===== src/rtl/mem_copy_engine.sv =====
// -----------------------------------------------------------------------------
// mem_copy_engine
//
// Copies len words from a source region to a destination region of a single
// data memory, one word at a time: a READ cycle fetches src+index into an
// internal buffer, and the following WRITE cycle stores that buffer at
// dst+index. A one-cycle DONE pulse ends every accepted request. An abort ends
// the copy early and is reported through err in the DONE cycle.
//
// Ports
//   clk          in   clock, rising edge
//   rst_n        in   asynchronous active-low reset
//   start        in   copy request, only looked at in IDLE
//   abort        in   cancel the active copy (READ or WRITE)
//   src_adr      in   first source word address       [ADDR_W]
//   dst_adr      in   first destination word address  [ADDR_W]
//   len          in   words to copy, 0..256            [9]
//   busy         out  high in READ or WRITE
//   done         out  one-cycle completion pulse
//   err          out  with done: the copy was aborted
//   words_done   out  words written in the current/last copy [9]
//   mem_adr      out  data memory address             [ADDR_W]
//   mem_datain   out  data memory write data          [DATA_W]
//   mem_w        out  data memory write enable (memory writes on rising edge)
//   mem_r        out  data memory read enable
//   mem_dataout  in   data memory read data, combinational while mem_r=1
//   dbg_state    out  current FSM state encoding (IDLE=0 READ=1 WRITE=2 DONE=3)
//
// Handshake: start is a level request without a ready; it is consumed on the
// first rising edge seen in IDLE and ignored everywhere else. The caller
// observes acceptance through busy (or done for len=0) and completion through
// the single-cycle done pulse; there is no back-pressure on the memory side.
// -----------------------------------------------------------------------------
module mem_copy_engine #(
  parameter int ADDR_W = 64,
  parameter int DATA_W = 64
) (
  input  logic              clk,
  input  logic              rst_n,
  input  logic              start,
  input  logic              abort,
  input  logic [ADDR_W-1:0] src_adr,
  input  logic [ADDR_W-1:0] dst_adr,
  input  logic [8:0]        len,
  output logic              busy,
  output logic              done,
  output logic              err,
  output logic [8:0]        words_done,
  output logic [ADDR_W-1:0] mem_adr,
  output logic [DATA_W-1:0] mem_datain,
  output logic              mem_w,
  output logic              mem_r,
  input  logic [DATA_W-1:0] mem_dataout,
  output logic [1:0]        dbg_state
);

  typedef enum logic [1:0] {
    IDLE  = 2'd0,
    READ  = 2'd1,
    WRITE = 2'd2,
    DONE  = 2'd3
  } state_t;

  state_t            state, state_nxt;
  logic [ADDR_W-1:0] src_q, dst_q;
  logic [8:0]        len_q;
  logic [8:0]        idx;
  logic [DATA_W-1:0] buf_q;
  logic              err_q;
  logic              last_word;
  logic [ADDR_W-1:0] idx_ext;

  // idx never exceeds 255 here, so idx+1 fits in 9 bits even for len=256.
  assign last_word = ((idx + 9'd1) == len_q);
  assign idx_ext   = ADDR_W'(idx);
  assign dbg_state = state;

  // State register and datapath registers.
  always_ff @(posedge clk or negedge rst_n) begin
    if (!rst_n) begin
      state      <= IDLE;
      src_q      <= '0;
      dst_q      <= '0;
      len_q      <= '0;
      idx        <= '0;
      words_done <= '0;
      buf_q      <= '0;
      err_q      <= 1'b0;
    end else begin
      state <= state_nxt;
      case (state)
        IDLE: begin
          if (start) begin
            src_q      <= src_adr;
            dst_q      <= dst_adr;
            len_q      <= len;
            idx        <= '0;
            words_done <= '0;
            err_q      <= 1'b0;
          end
        end
        READ: begin
          buf_q <= mem_dataout;
          if (abort) err_q <= 1'b1;
        end
        WRITE: begin
          idx        <= idx + 9'd1;
          words_done <= words_done + 9'd1;
          // An abort landing on the final write still counts as a clean finish.
          if (abort && !last_word) err_q <= 1'b1;
        end
        default: ;
      endcase
    end
  end

  // Next-state logic.
  always_comb begin
    state_nxt = state;
    case (state)
      IDLE:    if (start) state_nxt = (len == 9'd0) ? DONE : READ;
      READ:    state_nxt = abort ? DONE : WRITE;
      WRITE:   state_nxt = (last_word || abort) ? DONE : READ;
      DONE:    state_nxt = IDLE;
      default: state_nxt = IDLE;
    endcase
  end

  // Outputs decode from the state register only, so the asynchronous reset
  // drops mem_w/mem_r immediately without waiting for a clock edge.
  always_comb begin
    busy       = 1'b0;
    done       = 1'b0;
    err        = 1'b0;
    mem_r      = 1'b0;
    mem_w      = 1'b0;
    mem_adr    = '0;
    mem_datain = '0;
    case (state)
      READ: begin
        busy    = 1'b1;
        mem_r   = 1'b1;
        mem_adr = src_q + idx_ext;
      end
      WRITE: begin
        busy       = 1'b1;
        mem_w      = 1'b1;
        mem_adr    = dst_q + idx_ext;
        mem_datain = buf_q;
      end
      DONE: begin
        done = 1'b1;
        err  = err_q;
      end
      default: ;
    endcase
  end

endmodule

===== config.mk =====
export PLATFORM = sky130hd
export DESIGN_NAME = mem_copy_engine
export DESIGN_NICKNAME = d
export VERILOG_FILES = /design/src/rtl/mem_copy_engine.sv
export SDC_FILE = /design/constraint.sdc
export NUM_CORES = 1
export LEC_CHECK = 0
export CAP_MARGIN = 5
export CORE_ASPECT_RATIO = 1.75
export CORE_UTILIZATION = 40
export CTS_CLUSTER_SIZE = 25
export DETAILED_ROUTE_END_ITERATION = 6
export PLACE_DENSITY = 0.68
export SLEW_MARGIN = 20
export SYNTH_ARGS = -nofsm -noshare
export SYNTH_HDL_FRONTEND = slang
export SYNTH_SLANG_ARGS = --single-unit

===== constraint.sdc =====
create_clock -name clk -period 6.5 [get_ports clk]
set_input_delay 1.3 -clock clk [delete_from_list [all_inputs] [get_ports clk]]
set_output_delay 1.3 -clock clk [all_outputs]
set_load 0.05 [all_outputs]

==> results of run 1 <==
==> metal layers <==
layer	routed length [µm]	part of all wire (%)	global-route usage, %
met3	2376	5.9	4.910
met4	2190	5.4	13.77
met2	21310	53	44.75
met1	14400	36	26.07
met5	0	0	0
==> cell type report <==
| class | count | share of cell area [%] |
|---|---|---|
| inverters | 10 | 0.2079 |
| multi-input cells | 882 | 39.15 |
| repair buffers | 357 | 22.68 |
| clock inverters | 3 | 0.3742 |
| diodes | 5 | 0.06930 |
| clock buffers | 38 | 4.006 |
| flip-flops and latches | 222 | 30.77 |
| well taps | 396 | 2.744 |
==> Yosys cell counts (all sizes together), types with 3 or more instances <==
library cell and count:
a21o 7, a21oi 47, a221oi 3, a22oi 7, a31o 4, a31oi 11
a32o 10, a32oi 3, and2 73, and3 13, and4 4, buf 28
clkbuf 43, dfrtp 222, ha 18, inv 10, mux2 229, mux2i 34
nand2 61, nand2b 8, nand3 37, nand3b 6, nand4 30, nand4b 14
nor2 68, nor2b 14, nor3 34, nor3b 8, nor4 22, nor4b 3
o211ai 4, o21a 3, o21ai 32, or2 3, or3 4, xnor2 19
xor2 31
==> power breakdown <==
part / switching [mW] / internal, mW
Combinational: 3.81 / 2.92
Clock: 0.577 / 0.802
Sequential: 0.589 / 2.06
==> logic make-up (layout without fill, tap and decap cells) <==
group	after synthesis	in the layout
buffers and inverters	81	408
adder cells (fa/ha/maj)	19	19
multiplexers	263	263
flip-flops	222	222
AO/OA/AOI/OAI	147	147
XOR/XNOR	50	50
AND/OR/NAND/NOR	403	403
other	0	5
==> final timing paths <==
path | start | end | slack (ns) | depth (start not counted)
min in group asynchronous | rst_n | words_done[8] | 0.75 | 1
hold / removal | buf_q[3] | buf_q[3] | 0.50 | 1
setup reg to reg | dbg_state[0] | words_done[5] | 2.88 | 9
max in group asynchronous | rst_n | dst_q[0] | 4.29 | 2
setup / recovery | dbg_state[0] | mem_adr[26] | 0.28 | 12
hold reg to reg | buf_q[3] | buf_q[3] | 0.50 | 1
==> registers in the layout, summed over array words and instances, names as in the netlist <==
name / count
buf_q: 64
dbg_state: 2
dst_q: 64
err_q: 1
idx: 9
len_q: 9
src_q: 64
words_done: 9
==> critical path: stages (launching register included) <==
cell	delay, ns
dfrtp_1	0.43
inv_1	0.17
ha_4	0.65
mux2_2	0.41
ha_1	0.22
fa_1	0.42
nand3_1	0.15
a21oi_2	0.11
o22ai_2	0.77
nor2_1	0.32
and3_1	0.28
nor3_2	0.23
buf_12	0.17
==> cell usage in the layout (no fill, tap or decap), types with 9 or more instances in the layout <==
| master | synthesis | routed |
|---|---|---|
| mux2_2 | 229 | 229 |
| and3_1 | 13 | 13 |
| a31oi_1 | 11 | 11 |
| dfrtp_1 | 222 | 222 |
| and2_1 | 73 | 73 |
| nor2_1 | 67 | 67 |
| nand4_1 | 26 | 26 |
| buf_4 | 4 | 10 |
| mux2i_1 | 34 | 34 |
| o21ai_0 | 30 | 30 |
| nor2b_1 | 14 | 14 |
| nor3_2 | 3 | 11 |
| a32o_1 | 10 | 10 |
| buf_12 | 0 | 54 |
| inv_1 | 9 | 9 |
| ha_1 | 18 | 16 |
| nand3_1 | 36 | 36 |
| a21oi_1 | 44 | 44 |
| xnor2_1 | 19 | 19 |
| clkbuf_16 | 0 | 24 |
| nor4_1 | 15 | 15 |
| nor3_1 | 31 | 23 |
| clkdlybuf4s50_1 | 0 | 292 |
| xor2_1 | 31 | 31 |
| nand2_1 | 61 | 60 |
| nand4b_1 | 12 | 12 |
==> per-stage QoR <==
stage | instance area [µm²] | setup slack (ns) | utilization, %
3_5_place_dp | 17250 | 0.8652 | 54.53
3_3_place_gp | 17250 | 0.9341 | 54.53
6_report | 18050 | 0.2791 | 57.07
2_1_floorplan | 12970 | 0.05483 | -
4_1_cts | 18040 | 0.2491 | 57.03
5_1_grt | 18050 | 0.01239 | 57.07
==> flow_summary_export.csv, run 1 <==
group,metric,value,unit
yosys,synthMuxAreaShare,22.62,%
global_routing,global_route.overflow_total,0,
pwr,power_leakage,7.244,nW
critical_path,timing.critical_path.fanout_max,60,
yosys,synth.lib_cells_used.distinct,72,
die,floorplan.core_area,31640,µm²
sta,final.hold.worst_slack,0.4956,ns
die,design.die.area,33010,µm²
pwr,post-layout-total-power,10.76,mW
placement,total_instance_count_after_detailed_placement,1867,
cts,cts.repair.resized,0,
flow_run,maxCapViolations,0,
die,start_util,40.78,%
cts,clk_transition_reported_paths,0.06,ns
critical_path,timing_worst_setup_path_type,"flip-flop to primary output",
sta,rsz0062_at_grt,"false",
yosys,postSynthNetCount,1409,
pwr,power_density_normalized_to_cell_area,596.0,nW/µm²
yosys,top_area_cell_type_share_of_the_netlist_area,43.06,%
global_routing,grt_use_total,24.68,%
yosys,syn_avg_cell_area,10.89,µm²
global_routing,grt_max_degree,167,
global_routing,initial_antenna_violation_count,5,
critical_path,worst-endpoint-arrival,4.92,ns
critical_path,required_time_of_the_critical_path,5.20,ns
yosys,asyncSetResetFlopFracSynth,100.0,%
yosys,edff_count_synth,0,
route,viasPerCell,5.502,
route,routed_wirelength,40.28,mm
route,remaining_drc_errors,0,
yosys,synth_compound_gate_area_share,7.826,%
cts,cts_made_buffers,24,
die,floorplan.rows,86,
layout,finalNonFillerCells,1913,
yosys,post_synth_fa_ha_maj_area_fraction,1.901,%
placement,gp_routability_congestion,0.8991,
yosys,synth-main-ff-cell,"dfrtp_1",
critical_path,startpoint_type,"flip-flop",
pwr,vdd.ir_drop.worst,0.5624,mV
yosys,main_combinational_cell_family_by_area_after_synthesis,"multiplexers",
placement,hpwl,29.99,mm
cts,post_cts.repair.setup_buffers,0,
layout,seqCellArea,5555,µm²
layout,drive_gt1_share,25.00,%
route,wl_per_cell,21.06,µm
cts,insertion_delay,0.55,ns
sta,final.period_utilization,95.71,%
sta,total_negative_setup_slack,0,ns
sta,report.final.hold_viol_count,0,
global_routing,first_global_vias,11060,
route,drt_iter0_markers,495,
die,io_pins,349,
cts,ctsHtreeMaxLevel,1,
cts,clock-sinks,222,
route,postRouteAntennaNets,0,
yosys,synthSimpleGateAreaFrac,18.32,%
die,die-width,137.8,µm
cts,cts_hold_buffers,0,
layout,syn_to_final_growth,39.92,%
yosys,synth_area_leaders,"dfrtp_1 43%, mux2_2 20%, and2_1 3.5%, mux2i_1 2.6%, xor2_1 2.1%",
cts,max-clock-path-buffers,3,
layout,multiInputGateArea,7068,µm²
yosys,netlist.top_cell.by_area,"dfrtp_1",
outcome,outcome,"completed",
yosys,yosysSeqAreaShare,43.06,%
sta,finalSetupViolCount,0,
placement,place.port_buffers,348,
min_path,worst_hold_path_type,"flip-flop to flip-flop",
route,route.vias.total,10530,
yosys,synthXorXnorAreaFrac,3.394,%
route,drt_pass1_iterations,6,
yosys,syn_area,12900,µm²
sta,timing.fmax,0.1607,GHz
cts,ctsRootBufferMaster,"clkbuf_16",
sta,worst_pin_slew,0.9974,ns
critical_path,setup.worst_path.end_class,"primary output",
layout,fillers,2749,
sta,timing.max_slew.rel_slack,33.50,%
cts,tritoncts,"built",
die,die_h,239.6,µm
sta,fin_crit,6.221,ns
sta,count_of_pins_over_their_slew_limit,0,
sta,finalClockSkew,0.02155,ns
yosys,synth_seq_cells,222,
global_routing,grt_first_pass_wirelength,61.63,mm
yosys,netlist_instances,1185,
layout,nNetsFinal,1721,
yosys,ys.warnings.count,0,
(Power assumes the default switching activity.)
==> run 2: changes to the inputs <==
CORE_MARGIN = 2   (was default)
CORE_UTILIZATION = 49   (was 40)
CTS_CLUSTER_DIAMETER = 200   (was default)
PLACE_DENSITY = 0.81   (was 0.68)
==> flow_summary_export.csv, run 2 (synthesis gave the netlist of run 1 again) <==
group,metric,value,unit
outcome,outcome,"completed",
critical_path,r2r.worst_path.cells,10,
route,drt_pass1_iterations,4,
die,io_pins,349,
route,postRouteAntennaNets,0,
layout,drive_gt1_share,22.86,%
cts,max-clock-path-buffers,3,
critical_path,startpoint_type,"flip-flop",
cts,cts_made_buffers,12,
sta,final.period_utilization,95.06,%
die,die-width,126.7,µm
layout,layout.cells.most_common,"clkdlybuf4s50_1",
route,route.vias.total,10730,
min_path,timing.hold.worst_path_depth,1,
sta,timing.fmax,0.1618,GHz
global_routing,grt_max_degree,138,
sta,finalClockSkew,0.01698,ns
die,start_util,49.70,%
die,die_h,218.7,µm
sta,finalSetupViolCount,0,
cts,clk_transition_reported_paths,0.11,ns
layout,syn_to_final_growth,31.22,%
min_path,worst_hold_path_type,"flip-flop to flip-flop",
critical_path,worst-endpoint-arrival,4.88,ns
route,viasPerCell,5.935,
sta,total_negative_setup_slack,0,ns
critical_path,critPathLaunch,"dbg_state[0]",
critical_path,timing_worst_setup_path_type,"flip-flop to primary output",
cts,clock-sinks,222,
pwr,power_density_normalized_to_cell_area,564.3,nW/µm²
cts,cts_hold_buffers,0,
route,remaining_drc_errors,0,
placement,gp_routability_congestion,0.9206,
pwr,post-layout-total-power,9.553,mW
layout,layout_common_cells,"313 x clkdlybuf4s50_1, 229 x mux2_2, 222 x dfrtp_1, 73 x and2_1, 67 x nor2_1",
pwr,power_leakage,6.827,nW
pwr,vdd.ir_drop.worst,0.4646,mV
global_routing,grt_use_total,28.43,%
die,floorplan.core_area,25960,µm²
critical_path,setup.worst_path.end_class,"primary output",
global_routing,global_route.overflow_total,0,
die,design.die.area,27700,µm²
sta,report.final.hold_viol_count,0,
global_routing,first_global_vias,11050,
cts,ctsRootBufferMaster,"clkbuf_16",
sta,count_of_pins_over_their_slew_limit,0,
cts,insertion_delay,0.49,ns
die,floorplan.rows,78,
cts,tritoncts,"built",
layout,biggestRegsByFlops,"buf_q: 64 flops, dst_q: 64 flops, src_q: 64 flops",
cts,ctsHtreeMaxLevel,1,
critical_path,reg2reg_from,"dbg_state[0]",
layout,fillers,2071,
route,drt_iter0_markers,686,
global_routing,grt_first_pass_wirelength,61.84,mm
critical_path,worst_r2r_endpoint,"idx[5]",
sta,rsz0062_at_grt,"false",
cts,post_cts.repair.setup_buffers,0,
sta,timing.max_slew.rel_slack,38.33,%
layout,nNetsFinal,1711,
flow_run,maxCapViolations,0,
placement,hpwl,30.27,mm
critical_path,regToRegSetupSlack,3.16,ns
placement,place.port_buffers,348,
route,routed_wirelength,39.85,mm
critical_path,required_time_of_the_critical_path,5.20,ns
route,wl_per_cell,22.04,µm
min_path,min_from,"buf_q[20]",
critical_path,timing.critical_path.fanout_max,92,
layout,layout.core_utilization,65.22,%
sta,fin_crit,6.179,ns
sta,worst_pin_slew,0.9251,ns
min_path,whs_endpoint,"buf_q[20]",
cts,cts.repair.resized,0,
global_routing,initial_antenna_violation_count,1,
==> run 2: stage by stage <==
step           hold slack, ns  worst slack [ns]  instance area, µm²  instances
3_3_place_gp           0.4812            0.8744               16600       1793
6_report               0.5064            0.3209               16930       1808
4_1_cts                0.5109            0.2145               16930       1807
2_1_floorplan          0.4712           0.05483               12970       1185
3_5_place_dp           0.4874            0.7727               16600       1793
5_1_grt                0.5226           0.01356               16930       1808
==> run 2: power by group <==
part	switching, mW	internal, mW
Sequential	0.615	2.06
Combinational	3.70	2.36
Clock	0.453	0.361
Total	4.77	4.78
==> run 2: worst max-delay path by stage <==
stage | end | slack (ns) | depth (start not counted)
2_1_floorplan | mem_adr[52] | 0.05 | 16
3_3_place_gp | mem_adr[33] | 0.87 | 11
3_5_place_dp | mem_adr[39] | 0.77 | 11
4_1_cts | mem_adr[39] | 0.21 | 11
5_1_grt | mem_adr[40] | 0.01 | 10
6_report | mem_adr[60] | 0.32 | 10
==> run 2: worst max-delay path: stages (launching register included) <==
cell	delay [ns]
dfrtp_1	0.45
inv_1	0.17
ha_4	0.53
buf_12	0.39
mux2i_1	0.26
a221oi_4	0.33
nand3_4	0.23
nor4_4	0.71
a31oi_1	0.17
nor3_1	0.24
clkdlybuf4s50_1	0.84
==> run 2: layout make-up <==
cell class,count,area [µm²],area share [%]
Clock buffer,13,325.3,1.922
Inverter,10,37.54,0.2217
Timing Repair Buffer,359,3536,20.89
Multi-Input combinational cell,882,7068,41.75
Sequential cell,222,5555,32.81
Antenna cell,1,2.502,0.01478
Tap cell,320,400.4,2.365
Clock inverter,1,5.005,0.02956
==> run 2: per-layer routing <==
metal  vias up  part of all wire [%]  global-route usage [%]
li1       4881                     -                       -
met1      5380                    37                   31.91
met2       379                    53                   53.06
met3        90                   5.6                   4.627
met4         0                   4.4                   11.65
met5         -                     0                       0
